==> src/rtl/bdu_bit_feeder_pkg.sv <==
// ---------------------------------------------------------------------------
// bdu_bit_feeder_pkg
// Shared types and constants for the BDU bit feeder:
//   - array geometry (lanes, coordinate width, dimensions)
//   - BDU_Input: the per-lane bit-serial beat presented to the BDU array
//   - point_t / batch_t: one query point and one {query, refs} batch
//   - feed_state_e: feeder FSM states
//   - coord_bit(): selects one bit of one coordinate of a point
// ---------------------------------------------------------------------------
package bdu_bit_feeder_pkg;

    localparam int NUM_BDU = 8;           // lanes, one reference point each
    localparam int B       = 16;          // coordinate width
    localparam int DIMS    = 3;           // coordinates per point
    localparam int BW      = $clog2(B);   // bit-index width
    localparam int PW      = DIMS * B;    // packed point width
    localparam int RW      = NUM_BDU * PW;
    localparam int ID_W    = 16;

    localparam logic [1:0]    DIM_X    = 2'd0;
    localparam logic [1:0]    DIM_Y    = 2'd1;
    localparam logic [1:0]    DIM_Z    = 2'd2;
    localparam logic [1:0]    DIM_LAST = DIM_Z;
    localparam logic [BW-1:0] BIT_TOP  = BW'(B - 1);

    // Point layout is {z, y, x}: x occupies the low B bits.
    typedef logic [PW-1:0] point_t;
    typedef logic [RW-1:0] ref_batch_t;

    typedef struct packed {
        point_t     query;
        ref_batch_t refs;   // lane i at [i*PW +: PW]
    } batch_t;

    typedef struct packed {
        logic          valid;
        logic          q_bit;
        logic          r_bit;
        logic [1:0]    code;
        logic [BW-1:0] b;
    } BDU_Input;

    typedef enum logic [1:0] {
        ST_IDLE   = 2'd0,
        ST_STREAM = 2'd1,
        ST_DRAIN  = 2'd2
    } feed_state_e;

    function automatic logic coord_bit(input point_t p, input logic [1:0] code,
                                       input logic [BW-1:0] b);
        logic [B-1:0] c;
        case (code)
            DIM_Y:   c = p[B +: B];
            DIM_Z:   c = p[2*B +: B];
            default: c = p[0 +: B];
        endcase
        return c[b];
    endfunction

    // Builds one lane's beat; everything is zero outside streaming so the
    // array sees clean idle values.
    function automatic BDU_Input make_lane(input logic streaming, input logic masked,
                                           input point_t q, input point_t r,
                                           input logic [1:0] code, input logic [BW-1:0] b);
        BDU_Input l;
        l = '0;
        if (streaming) begin
            l.valid = !masked;
            l.q_bit = coord_bit(q, code, b);
            l.r_bit = coord_bit(r, code, b);
            l.code  = code;
            l.b     = b;
        end
        return l;
    endfunction

endpackage

==> src/rtl/bdu_bit_feeder_if.sv <==
// ---------------------------------------------------------------------------
// bdu_bit_feeder_if
// Bundles the feeder's load handshake and its array-facing signals.
//   master : upstream loader / BDU array side (drives loads, term_mask, shift)
//   slave  : the feeder (drives ld_ready, bdu_inputs, batch_id, batch_start)
// Signals:
//   ld_valid/ld_ready  load handshake, fires on ld_valid && ld_ready
//   ld_query, ld_refs  query point {z,y,x} and per-lane reference points
//   term_mask, shift   per-lane terminate and batch retire from the array
//   bdu_inputs         per-lane beat; batch_id / batch_start batch tracking
// ---------------------------------------------------------------------------
interface bdu_bit_feeder_if;
    import bdu_bit_feeder_pkg::*;

    logic                       ld_valid;
    logic                       ld_ready;
    point_t                     ld_query;
    ref_batch_t                 ld_refs;
    logic [NUM_BDU-1:0]         term_mask;
    logic                       shift;
    BDU_Input [NUM_BDU-1:0]     bdu_inputs;
    logic [ID_W-1:0]            batch_id;
    logic                       batch_start;

    modport master (
        output ld_valid, ld_query, ld_refs, term_mask, shift,
        input  ld_ready, bdu_inputs, batch_id, batch_start
    );

    modport slave (
        input  ld_valid, ld_query, ld_refs, term_mask, shift,
        output ld_ready, bdu_inputs, batch_id, batch_start
    );

endinterface

==> src/rtl/bdu_bit_feeder_buf.sv <==
// ---------------------------------------------------------------------------
// bdu_batch_buf
// ACTIVE/SHADOW batch storage for the feeder.
//   clk, rst_n       clock, asynchronous active-low reset
//   load_en_i        accepted load (caller guarantees shadow is free)
//   load_data_i      {query, refs} of the load
//   retire_i         active batch finished; promote shadow (or a same-cycle
//                    load when the shadow is empty)
//   active_o         current active batch contents
//   active_full_o    active batch present
//   shadow_full_o    shadow holds a pending batch
// A load lands in ACTIVE when ACTIVE is empty, otherwise in SHADOW.
// ---------------------------------------------------------------------------
module bdu_batch_buf
    import bdu_bit_feeder_pkg::*;
(
    input  logic   clk,
    input  logic   rst_n,
    input  logic   load_en_i,
    input  batch_t load_data_i,
    input  logic   retire_i,
    output batch_t active_o,
    output logic   active_full_o,
    output logic   shadow_full_o
);

    batch_t active_q, active_d;
    batch_t shadow_q, shadow_d;
    logic   active_full_q, active_full_d;
    logic   shadow_full_q, shadow_full_d;

    always_comb begin
        active_d      = active_q;
        shadow_d      = shadow_q;
        active_full_d = active_full_q;
        shadow_full_d = shadow_full_q;
        if (retire_i) begin
            if (shadow_full_q) begin
                active_d      = shadow_q;
                active_full_d = 1'b1;
                shadow_full_d = 1'b0;
            end else if (load_en_i) begin
                // Load passes through the (empty) shadow straight into ACTIVE.
                active_d      = load_data_i;
                active_full_d = 1'b1;
            end else begin
                active_full_d = 1'b0;
            end
        end else if (load_en_i) begin
            if (!active_full_q) begin
                active_d      = load_data_i;
                active_full_d = 1'b1;
            end else begin
                shadow_d      = load_data_i;
                shadow_full_d = 1'b1;
            end
        end
    end

    always_ff @(posedge clk or negedge rst_n) begin
        if (!rst_n) begin
            active_q      <= '0;
            shadow_q      <= '0;
            active_full_q <= 1'b0;
            shadow_full_q <= 1'b0;
        end else begin
            active_q      <= active_d;
            shadow_q      <= shadow_d;
            active_full_q <= active_full_d;
            shadow_full_q <= shadow_full_d;
        end
    end

    assign active_o      = active_q;
    assign active_full_o = active_full_q;
    assign shadow_full_o = shadow_full_q;

endmodule

==> src/rtl/bdu_bit_feeder.sv <==
// ---------------------------------------------------------------------------
// bdu_bit_feeder
// Streams one query point and NUM_BDU reference points bit-serially to the
// BDU array, MSB first with dimensions interleaved (x,y,z of bit B-1, then
// x,y,z of bit B-2, ...). A second batch can wait in a shadow buffer; the
// array's shift retires the active batch and swaps the shadow in without a
// bubble.
// Ports:
//   clk   clock
//   rst   asynchronous active-low reset
//   fb    bdu_bit_feeder_if.slave: load handshake, term_mask/shift in,
//         bdu_inputs/batch_id/batch_start out
// All outputs are decoded from registered state only, so term_mask and
// shift have no combinational path to bdu_inputs.
// ---------------------------------------------------------------------------
module bdu_bit_feeder
    import bdu_bit_feeder_pkg::*;
(
    input  logic             clk,
    input  logic             rst,
    bdu_bit_feeder_if.slave  fb
);

    feed_state_e        state_q, state_d;
    logic [BW-1:0]      bit_q, bit_d;
    logic [1:0]         dim_q, dim_d;
    logic [NUM_BDU-1:0] sticky_q, sticky_d;
    logic [ID_W-1:0]    batch_id_q, batch_id_d;

    batch_t active;
    batch_t load_data;
    logic   active_full;
    logic   shadow_full;
    logic   load_fire;
    logic   retire;
    logic   last_beat;
    logic   streaming;

    assign fb.ld_ready = !shadow_full;
    assign load_fire   = fb.ld_valid && !shadow_full;
    // shift only means something while a batch is active.
    assign retire      = fb.shift && (state_q != ST_IDLE);
    assign load_data   = {fb.ld_query, fb.ld_refs};
    assign last_beat   = (bit_q == '0) && (dim_q == DIM_LAST);

    bdu_batch_buf u_buf (
        .clk           (clk),
        .rst_n         (rst),
        .load_en_i     (load_fire),
        .load_data_i   (load_data),
        .retire_i      (retire),
        .active_o      (active),
        .active_full_o (active_full),
        .shadow_full_o (shadow_full)
    );

    always_comb begin
        state_d    = state_q;
        bit_d      = bit_q;
        dim_d      = dim_q;
        sticky_d   = sticky_q;
        batch_id_d = batch_id_q;
        case (state_q)
            ST_IDLE: begin
                if (load_fire) begin
                    state_d  = ST_STREAM;
                    bit_d    = BIT_TOP;
                    dim_d    = DIM_X;
                    sticky_d = '0;
                end
            end
            ST_STREAM, ST_DRAIN: begin
                if (retire) begin
                    batch_id_d = batch_id_q + 1'b1;
                    // A waiting shadow, or a load arriving with the shift,
                    // becomes the next batch starting at beat 0 next cycle.
                    if (shadow_full || load_fire) begin
                        state_d  = ST_STREAM;
                        bit_d    = BIT_TOP;
                        dim_d    = DIM_X;
                        sticky_d = '0;
                    end else begin
                        state_d  = ST_IDLE;
                    end
                end else if (state_q == ST_STREAM) begin
                    sticky_d = sticky_q | fb.term_mask;
                    if (last_beat) begin
                        state_d = ST_DRAIN;
                    end else if (dim_q == DIM_LAST) begin
                        dim_d = DIM_X;
                        bit_d = bit_q - 1'b1;
                    end else begin
                        dim_d = dim_q + 1'b1;
                    end
                end
            end
            default: state_d = ST_IDLE;
        endcase
    end

    always_ff @(posedge clk or negedge rst) begin
        if (!rst) begin
            state_q    <= ST_IDLE;
            bit_q      <= '0;
            dim_q      <= '0;
            sticky_q   <= '0;
            batch_id_q <= '0;
        end else begin
            state_q    <= state_d;
            bit_q      <= bit_d;
            dim_q      <= dim_d;
            sticky_q   <= sticky_d;
            batch_id_q <= batch_id_d;
        end
    end

    assign streaming      = (state_q == ST_STREAM) && active_full;
    assign fb.batch_start = streaming && (bit_q == BIT_TOP) && (dim_q == DIM_X);
    assign fb.batch_id    = batch_id_q;

    for (genvar gi = 0; gi < NUM_BDU; gi++) begin : g_lane
        assign fb.bdu_inputs[gi] = make_lane(streaming, sticky_q[gi], active.query,
                                             active.refs[gi*PW +: PW], dim_q, bit_q);
    end

endmodule

==> src/flat_wrapper.sv <==
// flat-port wrapper written by rule: the top's interface ports become plain ports
module bdu_bit_feeder_flat import bdu_bit_feeder_pkg::*;
  (clk, rst, fb_ld_valid, fb_ld_query, fb_ld_refs, fb_term_mask, fb_shift, fb_ld_ready, fb_bdu_inputs, fb_batch_id, fb_batch_start);
  bdu_bit_feeder_if fb_i ();
  input  logic clk;
  input  logic rst;
  input wire logic [$bits(fb_i.ld_valid)-1:0] fb_ld_valid;
  input wire logic [$bits(fb_i.ld_query)-1:0] fb_ld_query;
  input wire logic [$bits(fb_i.ld_refs)-1:0] fb_ld_refs;
  input wire logic [$bits(fb_i.term_mask)-1:0] fb_term_mask;
  input wire logic [$bits(fb_i.shift)-1:0] fb_shift;
  output wire logic [$bits(fb_i.ld_ready)-1:0] fb_ld_ready;
  output wire logic [$bits(fb_i.bdu_inputs)-1:0] fb_bdu_inputs;
  output wire logic [$bits(fb_i.batch_id)-1:0] fb_batch_id;
  output wire logic [$bits(fb_i.batch_start)-1:0] fb_batch_start;
  assign fb_i.ld_valid = fb_ld_valid;
  assign fb_i.ld_query = fb_ld_query;
  assign fb_i.ld_refs = fb_ld_refs;
  assign fb_i.term_mask = fb_term_mask;
  assign fb_i.shift = fb_shift;
  assign fb_ld_ready = fb_i.ld_ready;
  assign fb_bdu_inputs = fb_i.bdu_inputs;
  assign fb_batch_id = fb_i.batch_id;
  assign fb_batch_start = fb_i.batch_start;
  bdu_bit_feeder u_core (.clk(clk), .rst(rst), .fb(fb_i));
endmodule
==> config.mk <==
export PLATFORM = sky130hd
export DESIGN_NAME = bdu_bit_feeder_flat
export DESIGN_NICKNAME = d
export VERILOG_FILES = /design/src/rtl/bdu_bit_feeder_pkg.sv /design/src/rtl/bdu_bit_feeder_if.sv /design/src/rtl/bdu_bit_feeder_buf.sv /design/src/rtl/bdu_bit_feeder.sv /design/src/flat_wrapper.sv
export SDC_FILE = /design/constraint.sdc
export NUM_CORES = 2
export LEC_CHECK = 0
export CAP_MARGIN = 25
export CORE_ASPECT_RATIO = 1.5
export CORE_MARGIN = 2
export CORE_UTILIZATION = 36
export DETAILED_ROUTE_END_ITERATION = 12
export GPL_TIMING_DRIVEN = 0
export SKIP_LAST_GASP = 1
export SYNTH_ARGS = -nofsm -noshare
export SYNTH_HDL_FRONTEND = slang
export SYNTH_SLANG_ARGS = --single-unit
==> constraint.sdc <==
create_clock -name clk -period 3.51 [get_ports clk]
set_input_delay 0.5265 -clock clk [delete_from_list [all_inputs] [get_ports clk]]
set_output_delay 0.5265 -clock clk [all_outputs]
set_load 0.1 [all_outputs]
==> impl_summary.md <==
CTS
The H-tree generated during clock tree synthesis spans 3 levels. The clock reaches the later pin of the worst-skew pair after 0.70 ns. The total clock sinks is ~900. The cell at the root of the clock tree is sky130_fd_sc_hd__clkbuf_16.

The buffer levels on the longest clock path is 3. The number of buffers inserted during clock tree synthesis is 91. TritonCTS built the clock tree.

Clock-pin slew was measured on the worst setup and hold paths at 0.06 ns.

Global routing
The overall fraction of global-route tracks in use is ~27%. Summed over all layers, the global routing overflow is 0. Entering global routing, the biggest net connects 120 pins. The initial antenna violation count is 53. The global-route wire length before repair is around 230000 um. The number of global-route vias before repair is approximately 32000.

Placement
The detailed placement HPWL is 119000 um. The final weighted congestion in routability-driven placement is between 0.8 and 0.9. The count of port buffers added during placement is about 530.

The cell count after placement is around 5600. The area of placed instances is between 40000 and 50000 sq um.

Flow run
The total of max-cap violations is 0.

Floorplanning
The die width is between 200 and 300 um. During I/O placement, the number of pins put on the boundary was 534. After floorplanning, the core was divided into about 150 placement rows. The core outline area is around 110000 sq um.

The overall die area is 118000 sq um. Once the floorplan was initialized, standard cells occupied 36.2% of the core. The chip height is roughly 420 um.

Synthesis
Summing the areas of all and, or, nand and nor instances in the mapped netlist gives roughly 5.2% of the synthesized area. The total nets after synthesis is just under 4000. In the synthesized netlist, the number of instances is about 3500. During synthesis, Yosys emitted a total of 0 warnings. The mux contribution to synthesized area is 24.6%.

The most common flop cell mapped by yosys is sky130_fd_sc_hd__dfrtp_1. The sequential fraction of the synthesis area is between 50% and 60%. The synthesized area per cell is between 10 and 15 sq um. Yosys mapped a number of flops with a built-in enable equal to 0. The mapped netlist covers a little over 40000 sq um. The area share of fa/ha/maj cells after synthesis is less than 1%. By area the synthesized netlist is led by sky130_fd_sc_hd__dfrtp_1 (54%), sky130_fd_sc_hd__mux2_2 (13%), sky130_fd_sc_hd__mux2i_1 (11%). Of all flip-flops after synthesis, the portion carrying an async set or reset was 100%.

Counting instances in the post-synthesis netlist gives the leading cell types as sky130_fd_sc_hd__dfrtp_1 (898), sky130_fd_sc_hd__mux2_2 (467), sky130_fd_sc_hd__o21ai_0 (467). In this run, synthesis produced a sequential element count of roughly 900. Of the post-synthesis cell area, the dominant cell type holds 54.2%. The library cell with the highest instance count after synthesis is sky130_fd_sc_hd__dfrtp_1. The synthesized-area fraction occupied by xor and xnor cells is 0.317%.

Summing the areas of all compound-gate instances in the mapped netlist gives 11.0% of the synthesized area. After synthesis, the largest family of logic cells by area is multiplexers. The number of different library cells in the post-synthesis netlist is between 50 and 60.

The top cell type by total area after synthesis is sky130_fd_sc_hd__dfrtp_1.

Timing
Setup repair after global routing could not meet its margin everywhere. The number of failing hold endpoints at the final stage is 0. In the post-route analysis, the smallest setup slack over all paths is -0.404 ns.

The number of pins exceeding their max-slew limit in the final report is 0. The top achievable clock speed is ~0.26 GHz. Of the available clock period, the critical path in the final layout requires 112%. The worst pin sits at a relative slew slack of between 20 and 30%. The transition time at the pin with the least slew margin is around 1.1 ns.

On the final layout, the worst clock skew is approximately 0.024 ns. On the final layout, the worst hold slack is ~0.44 ns. After layout, the minimum clock period comes to around 4 ns. Setup violations remaining at the end of the flow were counted as 17.

Critical path
The maximum fanout along the worst path is 11. The buffer and inverter count on the worst path is 8. The startpoint type of the worst setup path is a flip-flop. The kind of end point of the critical path is a primary output. The critical path's slowest cell is sky130_fd_sc_hd__mux4_2. The worst setup path is of the flip-flop to primary output kind. Traced cell by cell, the critical path runs through buf_12 > buf_16 > buf_16 > inv_2 > buf_6 > mux4_2 > nand3_1 > o211ai_1 > buf_6 > buf_6 > buf_12. The kind of cell with the highest combined delay along the critical path is buffers and inverters. The cell seen most often among critical-path stages is sky130_fd_sc_hd__buf_6.

The delay of the slowest cell on the worst path is roughly 0.54 ns. For the worst setup path, the data required time is 2.98 ns. The worst endpoint data arrival time is 3.39 ns.

Finish
After filler insertion, the fill cell instance count of the layout stands at 10500. The post-route cell area is roughly 54000 sq um. The proportion of layout cells with a drive suffix above 1 is between 20% and 30%. The area taken by multi-input logic gates is 17600 sq um.

The final layout contains about 4700 nets. Across the whole layout, storage elements account for between 20000 and 25000 sq um. Relative to the synthesized area, the layout overhead comes to 30.6%. The count of cells in the finished layout, fillers not included, comes to 5860.

Drt
The iteration count of the initial detailed-routing pass is 7. In the final routed layout, each cell accounts on average for between 20 and 30 um. The routed via count is 31600. For this block, the initial DRC count from the detailed router was roughly 2700. The final layout contains routed wiring with a total length of between 150000 and 200000 um. The count of nets left with antenna violations after detail routing is 0. The detailed-route DRC error count is 0. The average via count per standard cell is between 5 and 6.

Power and ir drop
The cell leakage power is ~26 nW. The worst voltage drop across the vdd grid is between 0.7 and 0.8 mV. For this design the ratio of total power to cell area is 951 nW/um^2.

Outcome
The flow ran to the end, but the final reports show violations. The final reports fail on negative setup slack.

Min path
The class of the tightest hold or removal check is input pin to async pin.
metrics by stage:
stage | power (mW) | util, % | TNS [ns] | setup slack (ns)
2_1_floorplan | 31.9 | - | -7.15 | -0.923
3_3_place_gp | 39.0 | 42.7 | - | -40.18
3_5_place_dp | 39.8 | 43.3 | -106.95 | -1.95
4_1_cts | 51.2 | 47.0 | -8.97 | -0.450
5_1_grt | 53.9 | 47.3 | -6.57 | -0.457
6_report | 51.4 | 47.3 | -5.72 | -0.404
worst paths after layout:
check,startpoint,slack [ns],cells past startpoint,endpoint
setup / recovery,u_core.bit_q[1]$_DFFE_PN0P_,-0.40,11,fb_bdu_inputs[61]
min in group clk,fb_term_mask[0],0.45,3,u_core.sticky_q[0]$_DFFE_PN0P_
hold reg to reg,u_core.u_buf.active_o[127]$_DFFE_PN0P_,0.48,2,u_core.u_buf.active_o[127]$_DFFE_PN0P_
hold / removal,rst,0.44,2,u_core.u_buf.shadow_q[23]$_DFFE_PN0P_
setup reg to reg,u_core.state_q[0]$_DFFE_PN0P_,0.21,10,u_core.u_buf.active_o[50]$_DFFE_PN0P_
max in group asynchronous,rst,1.05,5,u_core.fb.batch_id[15]$_DFFE_PN0P_
layout by cell type (no fill, tap or decap), drive strengths merged, types with 8 or more instances in the layout:
| cell | instances |
|---|---|
| clkdlybuf4s15 | 14 |
| mux2i | 450 |
| o22ai | 8 |
| mux2 | 467 |
| a21oi | 60 |
| nand2 | 449 |
| inv | 32 |
| buf | 366 |
| a31oi | 8 |
| mux4 | 19 |
| nor2b | 9 |
| xnor2 | 12 |
| dfrtp | 898 |
| nand2b | 9 |
| a221oi | 46 |
| clkdlybuf4s50 | 459 |
| a21boi | 8 |
| a22o | 9 |
| a211o | 11 |
| a211oi | 14 |
| clkbuf | 215 |
| nor2 | 46 |
| clkinv | 16 |
| o21ai | 468 |
| diode | 34 |
| ha | 12 |
| a22oi | 97 |
repair_timing:
item                       in CTS  in global routing
hold endpoints to repair       81                  0
gates resized for setup       637                 52
hold buffers                    1                  0
pin swaps                      23                 16
setup endpoints to repair      91                 54
setup buffers                  32                 13
cell type report:
cell class	count	area share [%]
Sequential cell	898	41.5
Antenna cell	34	0.157
Clock inverter	32	0.742
Buffer	313	4.26
Clock buffer	131	4.90
Inverter	27	0.213
Timing Repair Buffer	613	12.1
Tap cell	1540	3.56
Multi-Input combinational cell	2272	32.5
registers in the layout (all words and copies together), names as in the netlist:
register and cells:
u_core.u_buf.active_o 432, u_core.dim_q 2, u_core.sticky_q 8, u_core.u_buf.shadow_q 432, u_core.fb.batch_id 16, u_core.u_buf.active_full_o 1, u_core.u_buf.shadow_full_o 1, u_core.state_q 2
u_core.bit_q 4
layer usage:
| metal | global-route usage (%) | wire length (um) | vias up |
|---|---|---|---|
| li1 | - | - | 14000 |
| met1 | 32.9 | 62900 | 15900 |
| met2 | 44.3 | 76800 | 1331 |
| met3 | 6.93 | 13100 | 401 |
| met4 | 16.7 | 10500 | 42 |
| met5 | 0 | 260 | - |
cell families (layout without fill, tap and decap cells):
family	count (synthesis)	in the layout
AO/OA/AOI/OAI	766	766
XOR/XNOR	15	15
adder cells (fa/ha/maj)	12	12
buffers and inverters	343	1116
flip-flops	898	898
multiplexers	936	936
other	0	34
AND/OR/NAND/NOR	543	543
report_power, final:
part           switching, mW  total, mW  internal (mW)
clock network           4.39       10.2           5.78
registers               2.84       18.3           15.5
logic                   13.7       23.0           9.29
total                   20.9       51.4           30.5
No activity file was read; power rests on OpenSTA's default activity.
